[src/rtl/pc_fetch_ctrl.sv]
// Fetch-stage PC controller: drives the IM address, redirects on EX-stage flow changes,
// honours ID hazard stalls and halt, and pipelines the fetched PC into IM_ID and ID_EX.
module pc_fetch_ctrl #(
    parameter int              PC_W      = 16,
    parameter logic [PC_W-1:0] RESET_VEC = '0
) (
    input  logic            clk,
    input  logic            rst,
    input  logic            stall_IM_ID,
    input  logic            flow_change_ID_EX,
    input  logic [PC_W-1:0] tgt_ID_EX,
    input  logic            hlt_ID_EX,
    output logic [PC_W-1:0] iaddr,
    output logic            instr_vld_IM_ID,
    output logic [PC_W-1:0] pc_IM_ID,
    output logic [PC_W-1:0] pc_ID_EX,
    output logic            flush_ID_EX,
    output logic            halted
);

    typedef enum logic [1:0] {
        RUN   = 2'd0,
        REDIR = 2'd1,
        HALT  = 2'd2
    } state_t;

    state_t          state;
    logic [PC_W-1:0] pc;
    logic [PC_W-1:0] pc_inc;

    assign pc_inc = pc + {{(PC_W-1){1'b0}}, 1'b1};
    assign iaddr  = pc;

    // Priority inside RUN: flow change beats halt, halt beats stall, stall beats advance.
    always_ff @(posedge clk or posedge rst) begin
        if (rst) begin
            state           <= RUN;
            pc              <= RESET_VEC;
            pc_IM_ID        <= '0;
            pc_ID_EX        <= '0;
            instr_vld_IM_ID <= 1'b0;
            halted          <= 1'b0;
        end else begin
            case (state)
                RUN: begin
                    if (flow_change_ID_EX) begin
                        pc              <= tgt_ID_EX;
                        pc_IM_ID        <= pc;
                        pc_ID_EX        <= pc_IM_ID;
                        instr_vld_IM_ID <= 1'b0;
                        state           <= REDIR;
                    end else if (hlt_ID_EX) begin
                        instr_vld_IM_ID <= 1'b0;
                        halted          <= 1'b1;
                        state           <= HALT;
                    end else if (!stall_IM_ID) begin
                        pc              <= pc_inc;
                        pc_IM_ID        <= pc;
                        pc_ID_EX        <= pc_IM_ID;
                        instr_vld_IM_ID <= 1'b1;
                    end
                end
                // The EX slot holds a bubble here, so every input is ignored.
                REDIR: begin
                    pc              <= pc_inc;
                    pc_IM_ID        <= pc;
                    instr_vld_IM_ID <= 1'b1;
                    state           <= RUN;
                end
                HALT: begin
                    instr_vld_IM_ID <= 1'b0;
                    halted          <= 1'b1;
                end
                default: begin
                    instr_vld_IM_ID <= 1'b0;
                    state           <= RUN;
                end
            endcase
        end
    end

    always_comb begin
        flush_ID_EX = 1'b1;
        if (state == RUN) begin
            flush_ID_EX = flow_change_ID_EX | hlt_ID_EX | stall_IM_ID;
        end
    end

endmodule
[config.mk]
export PLATFORM = sky130hd
export DESIGN_NAME = pc_fetch_ctrl
export DESIGN_NICKNAME = d
export VERILOG_FILES = /design/src/rtl/pc_fetch_ctrl.sv
export SDC_FILE = /design/constraint.sdc
export NUM_CORES = 1
export LEC_CHECK = 0
export ABC_AREA = 1
export CAP_MARGIN = 40
export CORE_MARGIN = 4
export CORE_UTILIZATION = 53
export CTS_BUF_LIST = sky130_fd_sc_hd__clkbuf_4 sky130_fd_sc_hd__clkbuf_8
export CTS_CLUSTER_DIAMETER = 30
export DETAILED_ROUTE_END_ITERATION = 7
export PLACE_DENSITY = 0.85
export SYNTH_ARGS = -nofsm -noshare
export SYNTH_HDL_FRONTEND = slang
export SYNTH_SLANG_ARGS = --single-unit
[constraint.sdc]
create_clock -name clk -period 4.8 [get_ports clk]
set_input_delay 1.44 -clock clk [delete_from_list [all_inputs] [get_ports clk]]
set_output_delay 1.44 -clock clk [all_outputs]
set_load 0.02 [all_outputs]
* Word level (Yosys, flattened, before mapping)
Index checks and enable logic that the tools add are counted.
W data, S select, Z words.
** Word-level totals
- Bits in registers :: 52
- Input bits :: 21
- Output and inout port bits :: 51
- Logic and storage cells :: 49
** Cells by class
- Add/subtract/negate cells :: 1
- Eq/ne operators :: 10
- Multiplexer cells :: 22
- Bitwise gates (word level) :: 3
- Reduce and logical (&&, ||, !) cells :: 7
** Operator list (count)
- $mux W16 :: 9
- $pmux W16 S2 :: 2
- $add A16 B1 Y16 const B :: 1
- $ne A3 B3 Y1 const B :: 3
- $reduce_and A3 Y1 :: 3
- $mux W1 :: 6
- $ne A2 B2 Y1 const B :: 3
- $mux W2 :: 2
- $ne A4 B4 Y1 const B :: 1
- $pmux W1 S2 :: 2
- $pmux W2 S2 :: 1
- $reduce_bool A2 Y1 :: 2
- $eq A2 B1 Y1 const B :: 1
- $eq A2 B2 Y1 const B :: 1
- $logic_not A2 Y1 :: 1
- $ne A2 B1 Y1 const B :: 1
- $or A1 B1 Y1 :: 2
- $reduce_and A2 Y1 :: 1
- $not A1 Y1 :: 1

* Depth between registers and ports, before layout
Gate-level depths: netlist of the first run.
- Depth in word-level cells :: 5
- Depth in mapped cells :: 9
- Gate-level depth less buffers :: 8

* Least setup slack after synthesis of the first run
No wires, ideal clock.
- Path kind :: input port to output port
- Start point :: input flow_change_ID_EX
- End point :: output flush_ID_EX
- Arrival time :: 1.769 ns
- Data required time :: 3.360 ns
- Path slack :: 1.591 ns
- Stages on the path :: 2
- Buffers on the path :: 0
- Cells stage by stage :: nor2_1 > nand3b_1
** On the way
- Cells in the longest elaborated chain, start to end :: 3
** Ends and longest elaborated chain
- start: declaration :: RTL line 10 : input logic flow_change_ID_EX,
- $or A1 B1 Y1 (2 in series) :: RTL line 85 : flush_ID_EX = flow_change_ID_EX | hlt_ID_EX | stall_IM_ID;
- $mux W1 :: RTL line 84 : if (state == RUN) begin
- end: declaration :: RTL line 17 : output logic flush_ID_EX,
Every way passes these cells.

* Final worst setup path of the first run
Ends and elaborated chain as after synthesis.

==> results of run 1 <==
state kept, by name, indices dropped and copies added, names as in the netlist:
register / count
instr_vld_IM_ID: 1
iaddr: 16
pc_ID_EX: 16
halted: 1
state: 2
pc_IM_ID: 16
placed cells by master (no fill, tap or decap), types with 2 or more instances in the layout:
cell	netlist	routed
nand2_4	3	3
inv_2	1	2
clkbuf_8	0	5
nand4_1	5	5
o21ai_0	35	35
nor2_1	40	40
o21ai_1	7	7
dfrtp_1	52	52
nand2_1	99	99
nand3_1	20	20
inv_1	32	31
clkdlybuf4s50_1	0	71
a21oi_1	14	14
final cells by class:
cell class / count / area [um^2]
well taps: 67 / 83.8
multi-input cells: 231 / 1040
clock buffers: 5 / 68.8
clock inverters: 2 / 12.5
flip-flops and latches: 52 / 1300
inverters: 34 / 130
fillers: 383 / 1350
repair buffers: 73 / 738
how the worst max path moves through the flow:
stage               slack (ps)  cells after the start           to               from
floorplan                 1590                      2  flush_ID_EX  flow_change_ID_EX
global placement           580                      4  flush_ID_EX  flow_change_ID_EX
detailed placement         550                      4  flush_ID_EX  flow_change_ID_EX
CTS                        540                      4  flush_ID_EX  flow_change_ID_EX
global route               500                      4  flush_ID_EX  flow_change_ID_EX
finish                     530                      4  flush_ID_EX  flow_change_ID_EX
per-layer routing:
metal / up-vias / part of all wire [%] / track usage [%]
met4: 0 / 2.1 / 7.83
li1: 1181 / - / -
met2: 65 / 49 / 35.1
met1: 1067 / 43 / 28.2
met3: 11 / 5.0 / 4.18
met5: - / 0 / 0
where the power goes:
part	total, uW	switching [uW]	leakage, uW	internal (uW)
logic	1220	704	0.000937	518
clock network	242	143	0.0000400	99.0
registers	833	195	0.000628	639
total	2300	1040	0.00161	1260
cell families after synthesis:
logic type	after synthesis	share of synthesized area, %
compound gates	59	11.8
fa+ha+maj	1	0.486
buf+inv	46	8.95
flops	52	50.6
simple gates	171	28.2
through the flow:
step	power, uW	utilization, %
finish	2300	71.5
global placement	2030	69.2
floorplan	1560	-
global route	2480	71.5
CTS	2310	71.5
detailed placement	2070	69.8
==> results by group, run 1 <==
Detailed routing
  • Post-DR vias/cell: 5.01
  • Vias: 2,324
  • First-iteration detailed-routing DRC count: 167
  • # DRC: 0
  • Final ANT Viol Nets: 0
  • WL per Instance: 12.7 um
  • Routed WL: 5890 um
  • Pre-antenna DRT Iters: 5

Critical path
  • Worst Path Buf+Inv: 2
  • Worst R2R Setup Slack: 2880 ps
  • Crit path arrival time: 2830 ps
  • Worst R2R End: iaddr[5]
  • Critical path's most frequent cell: clkdlybuf4s50_1
  • Crit path max-delay family: buffers and inverters
  • Critical path endpoint category: primary output
  • Critical path startpoint category: input pin
  • Required @ worst endpoint: 3360 ps
  • Crit Path Category: in -> out
  • Crit path cell chain: clkdlybuf4s50_1 -> nor2_1 -> nand3b_1 -> clkdlybuf4s50_1
  • Worst reg-to-reg path cell count: 7
  • Largest fanout on the critical path: 3
  • Reg2Reg Launch Point: state[1]
  • Slowest-stage cell, CP: clkdlybuf4s50_1
  • Biggest cell delay along the critical path: 610 ps

Min path
  • WHS Endpoint: state[0]
  • Hold Crit Depth: 1
  • Hold crit path type: reg -> reg
  • HP Start: state[1]

STA
  • Final period util: 88.9%
  • Post-route minimum period: 4270 ps
  • Unrepaired setup endpoints after global routing: false
  • Setup ws final: 532 ps
  • Headroom to the max-slew limit: 60.6%
  • Worst-Margin Slew: 591 ps
  • Max-slew violations: 0
  • Final Hold Viols: 0
  • Fin Hold WS: 479 ps
  • Fmax: 234 MHz
  • Setup TNS: 0 ps
  • Fin Clk Skew: 6.70 ps
  • Final setup violation count: 0

Run status
  • Outcome: completed

Clock network
  • H-Tree Depth: 2
  • Clock buffer depth: 2
  • Root Driver: clkbuf_8
  • Quantity of gates resized following cts: 0
  • Post-CTS Setup Inserts: 0
  • Clock Sink Count: 52
  • CTS tree: done
  • # hold bufs at CTS: 0
  • Clk pin slew, worst setup/hold paths: 90 ps
  • Clock insertion delay at the later pin of the skew report: 310 ps
  • TritonCTS Buffers: 5

Placement
  • Area after DPL: 0.00330 mm^2
  • Dpl hpwl: 4380 um
  • # placed instances: 457
  • Worst slack, placed: 547 ps
  • GPL Wtd Cong: 0.841
  • Port bufs: 71

GRT
  • Initial antenna violation count: 0
  • Total grt overflow: 0
  • Pin count of the biggest net entering global routing: 41
  • First-pass GRT wire length: 10,400 um
  • Number of global-route vias before repair: 2,201
  • Gr usage total: 21.4%

Synthesis
  • Count leader, synth: nand2_1
  • Distinct cells, synth: 24
  • Synth cell count leaders: nand2_1 (99), dfrtp_1 (52), nor2_1 (40), o21ai_0 (35), inv_1 (32)
  • Dominant cell type by area after synthesis: dfrtp_1
  • Seq cells post-synth: 52
  • Synth Flop Type: dfrtp_1
  • Yosys top cell area share: 50.6%
  • Synth Instances: 329
  • Area contributors post-synth: dfrtp_1 (51%), nand2_1 (14%), o21ai_0 (6.8%)
  • Post-synth EDFFs: 0
  • Synthesis warning total: 0
  • Syn_nets: 351
  • Synthesized area: 0.00257 mm^2
  • Register area share after synthesis: 50.6%
  • Mean Syn Cell Area: 7.82 um^2
  • Synth async-reset ratio: 100%

Power and ir drop
  • Pwr dens: 680 mW/mm^2
  • VDD IR max: 0.000383 V
  • Leakage: 0.00161 uW

Layout
  • Final nets: 419
  • Ratio of cells with drive above 1 in the final layout: 4.79%
  • Final Instance Area: 0.00338 mm^2
  • Final cell count without fillers: 464
  • ANT cells: 0
  • Area grow syn2layout: 31.2%

Die
  • Die Span X: 77.7 um
  • Cell Rows: 25
  • I/O pin count: 72
  • Core area: 0.00472 mm^2
  • Starting Density: 54.5%
  • Chip height: 77.7 um
  • Die area: 0.00603 mm^2

Job
  • MaxCap Viol Count: 0
(Power assumes the default switching activity.)
==> run 2: changes to the inputs <==
--- a/config.mk
+++ b/config.mk
@@ -8,11 +8,11 @@
 export ABC_AREA = 1
 export CAP_MARGIN = 40
 export CORE_MARGIN = 4
-export CORE_UTILIZATION = 53
+export CORE_UTILIZATION = 50
 export CTS_BUF_LIST = sky130_fd_sc_hd__clkbuf_4 sky130_fd_sc_hd__clkbuf_8
 export CTS_CLUSTER_DIAMETER = 30
 export DETAILED_ROUTE_END_ITERATION = 7
-export PLACE_DENSITY = 0.85
+export PLACE_DENSITY = 0.81
 export SYNTH_ARGS = -nofsm -noshare
 export SYNTH_HDL_FRONTEND = slang
 export SYNTH_SLANG_ARGS = --single-unit
==> run 2 against run 1 <==
Compared with the run above: critical path depth stayed put; first-iteration DRC count shrank 0.60%; fmax down 0.26%; hold slack worse by 5.7 ps; via count about the same; clock skew up 0.77 ps; register-to-register slack worse by 20 ps; die area grew 5.4%; clock-buffer cell count is the same; final area rose by 0.19%; global-route usage decreased by 0.51 points; largest cell class unchanged.
==> results by group, run 2 (synthesized netlist as in run 1, its figures left out) <==
Run status
  • Outcome: completed

Power and ir drop
  • VDD IR max: 0.000347 V
  • Sw Share: 45.5%
  • Seq pwr share: 36.1%
  • Pwr dens: 682 mW/mm^2
  • Comb pwr share: 53.1%
  • Leakage: 0.00161 uW
  • Int Power: 1260 uW
  • Clock Power Share: 10.7%
  • NetSw: 1050 uW
  • Power consumption: 2310 uW

Placement
  • Area after DPL: 0.00330 mm^2
  • Worst slack, placed: 530 ps
  • Port bufs: 71
  • Dpl hpwl: 4430 um
  • # placed instances: 457
  • GPL Wtd Cong: 0.869

Layout
  • Final nets: 419
  • Area grow syn2layout: 31.5%
  • ANT cells: 0
  • Leading cell type in the layout, fill and taps excluded: nand2_1
  • Area of the multi-input gates: 0.00104 mm^2
  • Ratio of cells with drive above 1 in the final layout: 5.03%
  • Layout filler cell count: 404
  • Most frequent cells in the layout: nand2_1 (99), clkdlybuf4s50_1 (71), dfrtp_1 (52)
  • Reg area: 0.00130 mm^2
  • Final cell count without fillers: 465
  • Final Instance Area: 0.00338 mm^2

Die
  • Chip height: 79.7 um
  • Cell Rows: 25
  • Die Span X: 79.7 um
  • I/O pin count: 72
  • Die area: 0.00636 mm^2
  • Starting Density: 53.1%
  • Core area: 0.00485 mm^2

Critical path
  • Critical path endpoint category: primary output
  • Crit path arrival time: 2840 ps
  • Worst Path Buf+Inv: 2
  • Crit Path Category: in -> out
  • Largest fanout on the critical path: 3
  • Crit path max-delay family: buffers and inverters
  • Crit path cell chain: clkdlybuf4s50_1 -> nor2_1 -> nand3b_1 -> clkdlybuf4s50_1
  • Critical path's most frequent cell: clkdlybuf4s50_1
  • Biggest cell delay along the critical path: 610 ps
  • Slowest-stage cell, CP: clkdlybuf4s50_1
  • Required @ worst endpoint: 3360 ps
  • Critical path startpoint category: input pin

STA
  • Worst-Margin Slew: 572 ps
  • Fin Clk Skew: 7.47 ps
  • Max-slew violations: 0
  • Final setup violation count: 0
  • Setup ws final: 521 ps
  • Final Hold Viols: 0
  • Fmax: 234 MHz
  • Final period util: 89.1%
  • Unrepaired setup endpoints after global routing: false
  • Setup TNS: 0 ps
  • Headroom to the max-slew limit: 61.9%
  • Post-route minimum period: 4280 ps

Clock network
  • Post-CTS Setup Inserts: 0
  • Root Driver: clkbuf_8
  • Clock Sink Count: 52
  • Quantity of gates resized following cts: 0
  • CTS tree: done
  • Clk pin slew, worst setup/hold paths: 90 ps
  • Clock insertion delay at the later pin of the skew report: 310 ps
  • Clock buffer depth: 2
  • H-Tree Depth: 2
  • # hold bufs at CTS: 0
  • TritonCTS Buffers: 5

GRT
  • Total grt overflow: 0
  • Pin count of the biggest net entering global routing: 38
  • Number of global-route vias before repair: 2,244
  • Initial antenna violation count: 0
  • First-pass GRT wire length: 10,400 um
  • Gr usage total: 20.9%

Detailed routing
  • Post-DR vias/cell: 5.00
  • First-iteration detailed-routing DRC count: 166
  • WL per Instance: 13.0 um
  • Pre-antenna DRT Iters: 4
  • Vias: 2,325
  • Routed WL: 6050 um
  • Final ANT Viol Nets: 0
  • # DRC: 0

Job
  • MaxCap Viol Count: 0

Min path
  • Hold crit path type: reg -> reg
[run 2: changes by cell type in the layout (fill, tap and decap cells not counted)]
cell | previous run | this run
clkinvlp_4 | 1 | 0
clkinv_4 | 0 | 1
clkinv_2 | 1 | 2
[run 2: layer usage]
layer  track usage [%]  vias up  wire length, um
met5                 0        -                0
met1              27.8     1050             2720
met2              33.7       74             2890
li1                  -     1193                -
met4              7.94        0               77
met3              4.18        8              364
[run 2: through the flow]
| step | utilization [%] | hold WS [ps] |
|---|---|---|
| 2_1_floorplan | - | 429 |
| 3_3_place_gp | 67.4 | 454 |
| 3_5_place_dp | 68.0 | 453 |
| 4_1_cts | 69.8 | 472 |
| 5_1_grt | 69.8 | 496 |
| 6_report | 69.8 | 473 |
[run 2: area by class of cell]
cell class | instances | area share, %
clock buffer | 5 | 2.03
multi-input combinational | 231 | 30.8
timing repair buffer | 73 | 21.8
clock inverter | 3 | 0.555
inverter | 34 | 3.85
tap | 67 | 2.48
sequential | 52 | 38.5
[run 2: power groups by stage]
| stage | Clock [uW] | Sequential (uW) | Combinational [uW] |
|---|---|---|---|
| after CTS | 255 | 834 | 1240 |
| after global placement | 0 | 837 | 1200 |
| after global routing | 276 | 869 | 1350 |
| final | 248 | 834 | 1230 |
| after detailed placement | 0 | 842 | 1230 |
| after floorplan | 0 | 1040 | 512 |
[run 2: path summary, 6_finish.rpt]
kind,start,endpoint,slack [ps],cells after the start
setup / recovery,flow_change_ID_EX,flush_ID_EX,520,4
hold / removal,state[1],state[0],470,1
setup reg to reg,state[1],iaddr[5],2860,7
hold reg to reg,state[1],state[0],470,1
max in group asynchronous,rst,pc_ID_EX[1],2800,3
min in group asynchronous,rst,halted,1460,2
==> run 3: changes to the inputs <==
--- a/config.mk
+++ b/config.mk
@@ -8,11 +8,11 @@
 export ABC_AREA = 1
 export CAP_MARGIN = 40
 export CORE_MARGIN = 4
-export CORE_UTILIZATION = 50
+export CORE_UTILIZATION = 35
 export CTS_BUF_LIST = sky130_fd_sc_hd__clkbuf_4 sky130_fd_sc_hd__clkbuf_8
 export CTS_CLUSTER_DIAMETER = 30
 export DETAILED_ROUTE_END_ITERATION = 7
-export PLACE_DENSITY = 0.81
+export PLACE_DENSITY = 0.6
 export SYNTH_ARGS = -nofsm -noshare
 export SYNTH_HDL_FRONTEND = slang
 export SYNTH_SLANG_ARGS = --single-unit
==> run 3 against run 2 <==
Compared with the run above: fmax grew 0.15%; routed wire length up 6.1%; first-iteration DRC count is 42% lower; global-route usage shrank 5.6 points; clock-buffer cell count did not move; setup slack improved by 6.2 ps; critical endpoint unchanged.
==> results by group, run 3 (synthesized netlist as in run 1, its figures left out) <==
Run status
  • Outcome: completed

Critical path
  • Crit path arrival time: 2830 ps
  • Required @ worst endpoint: 3360 ps
  • Worst R2R Setup Slack: 2820 ps
  • Worst reg-to-reg path cell count: 7
  • Crit Path Category: in -> out
  • Worst R2R End: iaddr[5]
  • Critical path startpoint category: input pin
  • Critical path endpoint category: primary output
  • Largest fanout on the critical path: 3
  • Reg2Reg Launch Point: state[1]

Placement
  • Area after DPL: 0.00333 mm^2
  • Worst slack, placed: 525 ps
  • Dpl hpwl: 4800 um
  • # placed instances: 486
  • Port bufs: 71
  • GPL Wtd Cong: 0.821

Min path
  • Hold Crit Depth: 1
  • HP Start: state[1]
  • Hold crit path type: reg -> reg
  • WHS Endpoint: state[0]

Layout
  • Leading cell type in the layout, fill and taps excluded: nand2_1
  • Final cell count without fillers: 493
  • Final nets: 419
  • Ratio of cells with drive above 1 in the final layout: 4.79%
  • Area grow syn2layout: 34.5%
  • ANT cells: 0
  • Util after Layout: 49.6%
  • Final Instance Area: 0.00346 mm^2
  • Most frequent cells in the layout: nand2_1 (99), clkdlybuf4s50_1 (71), dfrtp_1 (52)

Clock network
  • Clock buffer depth: 2
  • Quantity of gates resized following cts: 0
  • # hold bufs at CTS: 0
  • CTS tree: done
  • TritonCTS Buffers: 5
  • Root Driver: clkbuf_8
  • Post-CTS Setup Inserts: 0
  • Clock insertion delay at the later pin of the skew report: 300 ps
  • Clock Sink Count: 52
  • Clk pin slew, worst setup/hold paths: 90 ps
  • H-Tree Depth: 2

Detailed routing
  • # DRC: 0
  • Final ANT Viol Nets: 0
  • Post-DR vias/cell: 4.62
  • Vias: 2,278
  • First-iteration detailed-routing DRC count: 97
  • Routed WL: 6420 um
  • WL per Instance: 13.0 um
  • Pre-antenna DRT Iters: 4

Die
  • Die area: 0.00879 mm^2
  • Chip height: 93.8 um
  • I/O pin count: 72
  • Cell Rows: 30
  • Core area: 0.00698 mm^2
  • Die Span X: 93.8 um
  • Starting Density: 36.9%

GRT
  • Total grt overflow: 0
  • Pin count of the biggest net entering global routing: 38
  • Gr usage total: 15.3%
  • Number of global-route vias before repair: 2,212
  • First-pass GRT wire length: 10,800 um
  • Initial antenna violation count: 0

STA
  • Fmax: 234 MHz
  • Fin Clk Skew: 3.48 ps
  • Post-route minimum period: 4270 ps
  • Setup ws final: 528 ps
  • Final setup violation count: 0
  • Worst-Margin Slew: 662 ps
  • Final period util: 89.0%
  • Unrepaired setup endpoints after global routing: false
  • Max-slew violations: 0
  • Setup TNS: 0 ps
  • Final Hold Viols: 0
  • Headroom to the max-slew limit: 55.9%

Power and ir drop
  • VDD IR max: 0.000216 V
  • Leakage: 0.00163 uW
  • Pwr dens: 696 mW/mm^2

Job
  • MaxCap Viol Count: 0
run 3: metrics by stage:
stage | total power [uW] | hold WS, ps
2_1_floorplan | 1560 | 429
3_3_place_gp | 2060 | 448
3_5_place_dp | 2090 | 448
4_1_cts | 2440 | 467
5_1_grt | 2610 | 485
6_report | 2410 | 468
run 3: routing by layer:
metal  share of wire [%]  wire length (um)  GRT usage [%]
met1                  48              3070           21.3
met5                   0                 0              0
met2                  47              3000           24.4
met3                 4.0               258           2.72
met4                 1.5                98           4.45
run 3: layout make-up:
| class | count | area, um^2 |
|---|---|---|
| clock buffer | 5 | 68.8 |
| clock inverter | 2 | 60.1 |
| fill | 685 | 3520 |
| inverter | 34 | 130 |
| multi-input combinational | 231 | 1040 |
| sequential | 52 | 1300 |
| tap | 96 | 120 |
| timing repair buffer | 73 | 738 |
run 3: power by group:
part | switching [uW] | internal [uW] | leakage [uW] | total (uW)
registers | 203 | 639 | 0.000628 | 842
clock network | 143 | 205 | 0.0000642 | 348
logic | 703 | 518 | 0.000937 | 1220
total | 1050 | 1360 | 0.00163 | 2410
run 3: worst max-delay path, stage by stage:
cell             delay, ps
clkdlybuf4s50_1        570
nor2_1                 100
nand3b_1               110
clkdlybuf4s50_1        610
run 3: worst max-delay path by stage:
stage                                 start          end  depth (start not counted)
final                     flow_change_ID_EX  flush_ID_EX                          4
after global routing      flow_change_ID_EX  flush_ID_EX                          4
after CTS                 flow_change_ID_EX  flush_ID_EX                          4
after detailed placement  flow_change_ID_EX  flush_ID_EX                          4
after global placement    flow_change_ID_EX  flush_ID_EX                          4
after floorplan           flow_change_ID_EX  flush_ID_EX                          2
